`src/rtl/mem_word_loader_if.sv`:
```
// Byte-stream input and RAM write-port bundle for mem_word_loader.
interface mem_word_loader_if #(
  parameter int ADDR_W = 10,
  parameter int DATA_W = 32
);
  logic              start;
  logic              abort;
  logic [ADDR_W-1:0] base_addr;
  logic [ADDR_W:0]   word_count;
  logic [7:0]        in_byte;
  logic              in_valid;
  logic              in_ready;
  logic              ena;
  logic              wea;
  logic [ADDR_W-1:0] addra;
  logic [DATA_W-1:0] dina;
  logic              busy;
  logic              done;
  logic [ADDR_W:0]   words_written;

  modport master (
    output start, abort, base_addr, word_count, in_byte, in_valid,
    input  in_ready, ena, wea, addra, dina, busy, done, words_written
  );

  modport slave (
    input  start, abort, base_addr, word_count, in_byte, in_valid,
    output in_ready, ena, wea, addra, dina, busy, done, words_written
  );
endinterface

```
`src/rtl/mem_word_loader.sv`:
```
// Packs a little-endian byte stream into DATA_W-bit words and writes them to
// consecutive block-RAM addresses starting at a latched base address.
module mem_word_loader #(
  parameter int ADDR_W = 10,
  parameter int DATA_W = 32
) (
  input  logic               clka,
  input  logic               rst,
  mem_word_loader_if.slave   bus
);

  localparam int BYTES = DATA_W / 8;
  localparam int IDX_W = (BYTES > 1) ? $clog2(BYTES) : 1;
  localparam logic [IDX_W-1:0]  LAST_IDX = IDX_W'(BYTES - 1);
  localparam logic [IDX_W-1:0]  IDX_ONE  = 1;
  localparam logic [ADDR_W-1:0] ADDR_ONE = 1;
  localparam logic [ADDR_W:0]   CNT_ONE  = 1;

  typedef enum logic [1:0] {
    S_IDLE,
    S_COLLECT,
    S_WRITE,
    S_DONE
  } state_t;

  state_t            state_q, state_d;
  logic [IDX_W-1:0]  idx_q, idx_d;
  logic [DATA_W-1:0] word_q, word_d;
  logic [DATA_W-1:0] dina_q, dina_d;
  logic [ADDR_W-1:0] addr_q, addr_d;
  logic [ADDR_W-1:0] addra_q, addra_d;
  logic [ADDR_W:0]   rem_q, rem_d;
  logic [ADDR_W:0]   wcnt_q, wcnt_d;
  logic              ena_q, busy_q, done_q;

  always_comb begin
    state_d = state_q;
    idx_d   = idx_q;
    word_d  = word_q;
    dina_d  = dina_q;
    addr_d  = addr_q;
    addra_d = addra_q;
    rem_d   = rem_q;
    wcnt_d  = wcnt_q;

    unique case (state_q)
      S_IDLE: begin
        if (!bus.abort && bus.start) begin
          wcnt_d = '0;
          if (bus.word_count != '0) begin
            addr_d  = bus.base_addr;
            rem_d   = bus.word_count;
            idx_d   = '0;
            word_d  = '0;
            state_d = S_COLLECT;
          end else begin
            state_d = S_DONE;
          end
        end
      end
      S_COLLECT: begin
        if (bus.abort) begin
          idx_d   = '0;
          word_d  = '0;
          state_d = S_IDLE;
        end else if (bus.in_valid) begin
          word_d[idx_q*8 +: 8] = bus.in_byte;
          if (idx_q == LAST_IDX) begin
            // Output registers are loaded here so the write appears the cycle after the last byte.
            idx_d   = '0;
            dina_d  = word_d;
            addra_d = addr_q;
            state_d = S_WRITE;
          end else begin
            idx_d = idx_q + IDX_ONE;
          end
        end
      end
      S_WRITE: begin
        addr_d = addr_q + ADDR_ONE;
        wcnt_d = wcnt_q + CNT_ONE;
        rem_d  = rem_q - CNT_ONE;
        if (bus.abort)
          state_d = S_IDLE;
        else if (rem_q == CNT_ONE)
          state_d = S_DONE;
        else
          state_d = S_COLLECT;
      end
      S_DONE: state_d = S_IDLE;
      default: state_d = S_IDLE;
    endcase
  end

  always_ff @(posedge clka) begin
    if (rst) begin
      state_q <= S_IDLE;
      idx_q   <= '0;
      word_q  <= '0;
      dina_q  <= '0;
      addr_q  <= '0;
      addra_q <= '0;
      rem_q   <= '0;
      wcnt_q  <= '0;
      ena_q   <= 1'b0;
      busy_q  <= 1'b0;
      done_q  <= 1'b0;
    end else begin
      state_q <= state_d;
      idx_q   <= idx_d;
      word_q  <= word_d;
      dina_q  <= dina_d;
      addr_q  <= addr_d;
      addra_q <= addra_d;
      rem_q   <= rem_d;
      wcnt_q  <= wcnt_d;
      ena_q   <= (state_d == S_WRITE);
      busy_q  <= (state_d == S_COLLECT) || (state_d == S_WRITE);
      done_q  <= (state_d == S_DONE);
    end
  end

  assign bus.in_ready      = (state_q == S_COLLECT);
  assign bus.ena           = ena_q;
  assign bus.wea           = ena_q;
  assign bus.addra         = addra_q;
  assign bus.dina          = dina_q;
  assign bus.busy          = busy_q;
  assign bus.done          = done_q;
  assign bus.words_written = wcnt_q;

endmodule
```
`src/flat_wrapper.sv`:
```
// flat-port wrapper written by rule: the top's interface ports become plain ports
module mem_word_loader_flat 
#(
  parameter int ADDR_W = 10,
  parameter int DATA_W = 32
)
  (clka, rst, bus_start, bus_abort, bus_base_addr, bus_word_count, bus_in_byte, bus_in_valid, bus_in_ready, bus_ena, bus_wea, bus_addra, bus_dina, bus_busy, bus_done, bus_words_written);
  mem_word_loader_if #(.ADDR_W(ADDR_W), .DATA_W(DATA_W)) bus_i ();
  input  logic clka;
  input  logic rst;
  input wire logic [$bits(bus_i.start)-1:0] bus_start;
  input wire logic [$bits(bus_i.abort)-1:0] bus_abort;
  input wire logic [$bits(bus_i.base_addr)-1:0] bus_base_addr;
  input wire logic [$bits(bus_i.word_count)-1:0] bus_word_count;
  input wire logic [$bits(bus_i.in_byte)-1:0] bus_in_byte;
  input wire logic [$bits(bus_i.in_valid)-1:0] bus_in_valid;
  output wire logic [$bits(bus_i.in_ready)-1:0] bus_in_ready;
  output wire logic [$bits(bus_i.ena)-1:0] bus_ena;
  output wire logic [$bits(bus_i.wea)-1:0] bus_wea;
  output wire logic [$bits(bus_i.addra)-1:0] bus_addra;
  output wire logic [$bits(bus_i.dina)-1:0] bus_dina;
  output wire logic [$bits(bus_i.busy)-1:0] bus_busy;
  output wire logic [$bits(bus_i.done)-1:0] bus_done;
  output wire logic [$bits(bus_i.words_written)-1:0] bus_words_written;
  assign bus_i.start = bus_start;
  assign bus_i.abort = bus_abort;
  assign bus_i.base_addr = bus_base_addr;
  assign bus_i.word_count = bus_word_count;
  assign bus_i.in_byte = bus_in_byte;
  assign bus_i.in_valid = bus_in_valid;
  assign bus_in_ready = bus_i.in_ready;
  assign bus_ena = bus_i.ena;
  assign bus_wea = bus_i.wea;
  assign bus_addra = bus_i.addra;
  assign bus_dina = bus_i.dina;
  assign bus_busy = bus_i.busy;
  assign bus_done = bus_i.done;
  assign bus_words_written = bus_i.words_written;
  mem_word_loader #(.ADDR_W(ADDR_W), .DATA_W(DATA_W)) u_core (.clka(clka), .rst(rst), .bus(bus_i));
endmodule
```
`config.mk`:
```
export PLATFORM = sky130hd
export DESIGN_NAME = mem_word_loader_flat
export DESIGN_NICKNAME = d
export VERILOG_FILES = /design/src/rtl/mem_word_loader_if.sv /design/src/rtl/mem_word_loader.sv /design/src/flat_wrapper.sv
export SDC_FILE = /design/constraint.sdc
export NUM_CORES = 1
export LEC_CHECK = 0
export BUFFER_PORTS_ARGS = -buffer_cell sky130_fd_sc_hd__clkbuf_2
export CORE_AREA = 2 2 112 114
export CTS_CLUSTER_DIAMETER = 30
export CTS_CLUSTER_SIZE = 30
export DETAILED_ROUTE_END_ITERATION = 16
export DIE_AREA = 0 0 114 116
export PLACE_DENSITY = 0.61
export SYNTH_ARGS = -nofsm -noshare
export SYNTH_HDL_FRONTEND = slang
export SYNTH_SLANG_ARGS = --single-unit
```
`constraint.sdc`:
```
create_clock -name clka -period 3.33 [get_ports clka]
set_clock_uncertainty 0.05 [all_clocks]
set_input_delay 0.1665 -clock clka [delete_from_list [all_inputs] [get_ports clka]]
set_output_delay 0.1665 -clock clka [all_outputs]
set_load 0.01 [all_outputs]
```
==> results.yml, run 1 <==
sta:
  setup_ws_ns: 0.934
  min_period_ns: 2.40
  setup_viol: 0
  rsz0062_at_grt: "false"
  clock.fmax_mhz: 417
  finalHoldViolCount: 0
  tns_ns: 0
  worst_slew_pin_slew_ns: 0.899
  maxSlewHeadroom_pct: 40.0
  timing.final.crit_share_pct: 71.9
  finalMaxSlewViolations: 0
power:
  finalPower_uw: 3260
  p_leak_uw: 0.00240
  powerDensity_mw_per_mm2: 511
  vdd_drop_max_uv: 242
worst_setup_path:
  ff2ff_path_depth: 4
  cp.arrival_ns: 2.70
  path_delay_family: "simple AND/OR/NAND/NOR gates"
  path_buf_inv: 0
  critPathKind: "flip-flop to flip-flop"
  end_kind: "flip-flop"
  crit_cells: 4
  cpPeakStageDelay_ns: 0.66
  crit_slowest_cell: "or4_1"
  startpoint_type: "flip-flop"
  cp.required_ns: 3.64
  worstPathCellList: "nand2b_1 -> or4_1 -> a2111oi_2 -> a31o_2"
  path_max_fanout: 20
synthesis:
  synth_async_sr_flop_share_pct: 0
  yosysWarnings: 0
  synth_seq_area_share_pct: 42.6
  ys_ff_latch: 113
  yosysUniqueCellTypes: 64
  synth_most_common_cell: "dfxtp_1"
  synth_area_mm2: 0.00531
  syn_inst: 641
  synth_top_flop_cell: "dfxtp_1"
  netlist_top_cells_area: "dfxtp_1 (43%), a21oi_1 (8.0%), nand2_1 (6.0%), nand4_1 (3.5%), a22o_1 (3.3%)"
  syn_avg_cell_area_um2: 8.29
  yosysTopAreaCell: "dfxtp_1"
  syn_nets: 686
  synth_top_cell_area_share_pct: 42.6
  synthTopCellsByCount: "dfxtp_1 (113), a21oi_1 (85), nand2_1 (85)"
  synth-edff-count: 0
finish:
  multi_input_area_mm2: 0.00277
  nFillCells: 1176
  regArea_mm2: 0.00226
  layout.nets: 756
  syn_to_final_growth_pct: 20.2
  antenna_cells: 0
  drive_gt1_share_pct: 19.5
die:
  core_mm2: 0.0119
  rows: 40
  die_x_um: 114
  start_util_pct: 44.6
  die_h_um: 116
  die_area_mm2: 0.0132
  ios: 92
global_routing:
  gr-usage-all-layers_pct: 22.8
  antenna_found_initial: 0
  grt_pass1_wl_um: 24000
  grt_pass1_vias: 4809
  grt_max_degree: 64
  grt.overflow.total: 0
run_status:
  status: "finished, final reports clean"
clock_tree:
  cts_hold_buf: 3
  tritoncts: "yes"
  ctsResizeCount: 0
  worstSkewPairLatency_ns: 0.41
  clock-sinks: 113
  clk_pin_slew_ns: 0.05
  post-cts-setup-buffer-count: 0
  htree_levels: 4
  cts_buffer_depth: 2
  numCtsBuffers: 17
  cts_root_buffer: "clkbuf_16"
job:
  maxCapViolCount: 0
route:
  num_vias: 5191
  wl_per_cell_um: 16.9
  first_pass_iters: 5
  postRouteAntennaNets: 0
  drc: 0
  vias_per_cell: 5.97
  drtIter0Drc: 362
  wirelength_um: 14700
place:
  place_worst_setup_slack_ns: 0.962
  gp_congestion: 0.786
  io_buffers: 91
  dp_hpwl_um: 9600
min_path:
  hold_depth: 3
  min_path_type: "primary input to flip-flop"
[area by class of cell]
class                           instances  area share [%]
Inverter                               12           0.706
Multi-Input combinational cell        461            43.3
Clock inverter                          6           0.863
Sequential cell                       113            35.4
Tap cell                              147            2.88
Clock buffer                           25            7.76
Timing Repair Buffer                  106            9.02
[power breakdown]
| group | switching [uW] | internal [uW] |
|---|---|---|
| combinational | 124 | 62.2 |
| clock | 593 | 1090 |
| sequential | 19.4 | 1370 |
[worst min-delay path: stages]
cell and delay, ns:
clkbuf_2 0.08, a21oi_1 0.11, o32ai_1 0.08
[registers in the layout, summed over array words and instances (netlist names)]
| register | count |
|---|---|
| u_core.bus.done | 1 |
| u_core.bus.busy | 1 |
| u_core.word_q | 32 |
| u_core.bus.words_written | 11 |
| u_core.rem_q | 11 |
| u_core.bus.dina | 32 |
| u_core.addr_q | 10 |
| u_core.bus.ena | 1 |
| u_core.state_q | 2 |
| u_core.bus.addra | 10 |
| u_core.idx_q | 2 |
[cell usage in the layout, fill, tap and decap left out, types with 6 or more instances in the layout]
master / instances
a21oi_1: 85
buf_4: 12
clkbuf_16: 17
o2bb2ai_1: 10
and3_1: 6
nor2b_1: 11
inv_1: 12
nand4_1: 30
o21ai_0: 35
o311ai_0: 7
nor2_1: 38
clkbuf_2: 90
nand3_1: 10
a22o_1: 20
a211oi_1: 14
nor3_1: 10
a31oi_1: 7
nand2_1: 85
dfxtp_1: 113
ha_1: 11
o31ai_1: 10
[logic make-up (layout without fill, tap and decap cells)]
family	after synthesis	count (layout)	share of synthesized area, %
AOI/OAI and AO/OA	225	225	28.0
adders and majority gates	11	11	2.59
buffers and inverters	67	149	5.35
DFF	113	113	42.6
and+or+nand+nor	225	225	21.4
[worst paths after layout]
| check | start | to | slack, ns |
|---|---|---|---|
| worst max-delay path | u_core.state_q[1] | u_core.addr_q[5] | 0.93 |
| worst min-delay path | bus_base_addr[3] | u_core.addr_q[3] | 0.02 |
| worst max register to register | u_core.state_q[1] | u_core.addr_q[5] | 0.93 |
| worst min register to register | u_core.bus.dina[5] | u_core.bus.dina[5] | 0.40 |
[layer usage]
layer | wire length (um) | track usage, % | vias up | share of wire (%)
li1 | - | - | 2531 | -
met1 | 6800 | 30.9 | 2473 | 46
met2 | 6730 | 34.3 | 160 | 46
met3 | 908 | 6.33 | 27 | 6.2
met4 | 286 | 9.59 | 0 | 1.9
met5 | 0 | 0 | - | 0
[through the flow]
stage / hold slack [ns] / std cells / instance area [um^2] / util, %
after floorplan: 0.204 / 641 / 5310 / -
after global placement: 0.386 / 836 / 5800 / 48.7
after detailed placement: 0.391 / 836 / 5800 / 48.7
after CTS: 0.00860 / 870 / 6380 / 53.6
after global routing: 0.0375 / 870 / 6380 / 53.6
final: 0.0219 / 870 / 6380 / 53.6
(Power assumes the default switching activity.)
==> inputs of run 2 (changes only) <==
--- a/config.mk
+++ b/config.mk
@@ -11,7 +11,7 @@
 export CTS_CLUSTER_SIZE = 30
 export DETAILED_ROUTE_END_ITERATION = 16
 export DIE_AREA = 0 0 114 116
-export PLACE_DENSITY = 0.61
+export PLACE_DENSITY = 0.64
 export SYNTH_ARGS = -nofsm -noshare
 export SYNTH_HDL_FRONTEND = slang
 export SYNTH_SLANG_ARGS = --single-unit
==> constraint.sdc (replaced) <==
create_clock -name clka -period 2 [get_ports clka]
set_clock_uncertainty 0.05 [all_clocks]
set_input_delay 0.1 -clock clka [delete_from_list [all_inputs] [get_ports clka]]
set_output_delay 0.1 -clock clka [all_outputs]
set_load 0.01 [all_outputs]
==> run 2 against run 1 <==
Core utilization rose by 4.1 points. Combinational power up 100%. Cell count increased by 4.4%. Die area did not move. Clock-buffer cell count decreased by 3. Flip-flop and latch count unchanged. Power up 81%. Clock power is 92% higher. Global-route usage is 0.63 points higher. Worst hold slack got worse by 0.018 ns. Register-to-register slack lost 0.92 ns. Largest cell class unchanged. Largest power group unchanged.
==> results.yml, run 2 (same netlist as run 1, synthesis figures left out) <==
run_status:
  status: "finished, final reports clean"
worst_setup_path:
  cp.arrival_ns: 2.29
  reg2reg_slack_ns: 0.01
  cp.required_ns: 2.30
  end_kind: "flip-flop"
  path_max_fanout: 3
  worstPathCellList: "inv_2 -> ha_1 -> or4b_4 -> or3_4 -> o221ai_4 -> ha_1 -> nor2_1"
  crit_slowest_cell: "or4b_4"
  rr_endpoint: "u_core.bus.busy"
  cp-startpoint: "u_core.rem_q[1]"
  cpMostUsedCell: "ha_1"
  critPathKind: "flip-flop to flip-flop"
  cpPeakStageDelay_ns: 0.46
  worstReg2RegStart: "u_core.rem_q[1]"
  ff2ff_path_depth: 7
  startpoint_type: "flip-flop"
die:
  core_mm2: 0.0119
  ios: 92
  start_util_pct: 44.6
  die_h_um: 116
  die_x_um: 114
  die_area_mm2: 0.0132
  rows: 40
finish:
  final_area_mm2: 0.00687
  antenna_cells: 0
  final_common_cell: "dfxtp_1"
  layout.nets: 793
  drive_gt1_share_pct: 23.7
  layout_common_cells: "dfxtp_1 (112), clkbuf_2 (90), nand2_1 (85), a21oi_1 (85), nor2_1 (38)"
  syn_to_final_growth_pct: 29.4
sta:
  whs_ns: 0.00350
  clock.fmax_mhz: 503
  setup_viol: 0
  min_period_ns: 1.99
  finalMaxSlewViolations: 0
  maxSlewHeadroom_pct: 63.0
  setup_ws_ns: 0.0110
  timing.final.crit_share_pct: 99.5
  worst_slew_pin_slew_ns: 0.555
  rsz0062_at_grt: "true"
  tns_ns: 0
  finalHoldViolCount: 0
global_routing:
  grt.overflow.total: 0
  grt_pass1_vias: 5043
  grt_pass1_wl_um: 24800
  antenna_found_initial: 0
  gr-usage-all-layers_pct: 23.4
  grt_max_degree: 53
route:
  vias_per_cell: 5.92
  postRouteAntennaNets: 0
  drc: 0
  wirelength_um: 15200
  first_pass_iters: 6
  drtIter0Drc: 495
  wl_per_cell_um: 16.8
  num_vias: 5375
place:
  place_worst_setup_slack_ns: 0.0704
  gp_congestion: 0.847
  place_area_mm2: 0.00607
  dp_hpwl_um: 10200
  io_buffers: 91
clock_tree:
  cts_buffer_depth: 2
  clk_pin_slew_ns: 0.06
  htree_levels: 4
  worstSkewPairLatency_ns: 0.42
  clock-sinks: 113
  numCtsBuffers: 17
  post-cts-setup-buffer-count: 0
  tritoncts: "yes"
  cts_root_buffer: "clkbuf_16"
min_path:
  min_path_type: "primary input to flip-flop"
  holdPathEnd: "u_core.rem_q[9]"
  min_from: "bus_word_count[9]"
  hold_depth: 3
power:
  powerDensity_mw_per_mm2: 861
  vdd_drop_max_uv: 612
  p_leak_uw: 0.00264
  finalPower_uw: 5910
job:
  maxCapViolCount: 0
-- run 2: cell count changes in the layout (fill, tap and decap cells not counted), moves of 2 or more --
| cell | change |
|---|---|
| buf_12 | +5 |
| buf_4 | +22 |
| bufinv_16 | +3 |
| clkbuf_1 | -2 |
| dlygate4sd3_1 | +10 |
| nor4bb_1 | -2 |
| nor4bb_2 | +2 |
-- run 2: critical path, delay by kind of cell, from the launching register on --
| family | cells | cell delay [ns] |
|---|---|---|
| AOI/OAI and AO/OA | 1 | 0.22 |
| and+or+nand+nor | 3 | 0.89 |
| buffers and inverters | 1 | 0.05 |
| adders and majority gates | 2 | 0.40 |
| DFF | 1 | 0.32 |
-- run 2: how the worst max path moves through the flow --
stage	end	slack [ns]	depth (start not counted)
global placement	u_core.bus.busy	0.11	7
CTS	u_core.bus.busy	0.004	7
finish	u_core.bus.busy	0.01	7
global route	u_core.bus.busy	-0.09	7
detailed placement	u_core.bus.busy	0.07	7
floorplan	u_core.word_q[30]	0.1	7
-- run 2: what timing repair did --
| item | CTS | global route |
|---|---|---|
| endpoints found under the setup margin | 0 | 25 |
| gates resized for setup | 0 | 11 |
| hold buffers | 13 | 0 |
| endpoints found under the hold margin | 13 | 0 |
-- run 2: layout make-up --
class,count,area (um^2)
tap,147,184
inverter,12,45.0
clock buffer,22,474
sequential,113,2260
timing repair buffer,143,941
clock inverter,10,156
multi-input combinational,461,2810
fill,1069,5040
-- run 2: per-stage QoR --
stage                     std cells  util [%]
after detailed placement        863      50.9
after global routing            908      57.7
after floorplan                 641         -
final                           908      57.7
after CTS                       908      57.3
after global placement          863      50.9
-- run 2: where the power goes --
| part | switching, uW | internal, uW | total (uW) |
|---|---|---|---|
| Combinational | 228 | 153 | 381 |
| Clock | 1050 | 2170 | 3230 |
| Sequential | 26.8 | 2280 | 2310 |
| Total | 1310 | 4610 | 5910 |
-- run 2: metal layers --
| layer | global-route usage (%) | vias to the layer above | wire length [um] |
|---|---|---|---|
| met4 | 8.37 | 0 | 280 |
| met5 | 0 | - | 0 |
| met3 | 5.75 | 26 | 1110 |
| met2 | 37.0 | 196 | 7040 |
| li1 | - | 2602 | - |
| met1 | 31.3 | 2551 | 6800 |
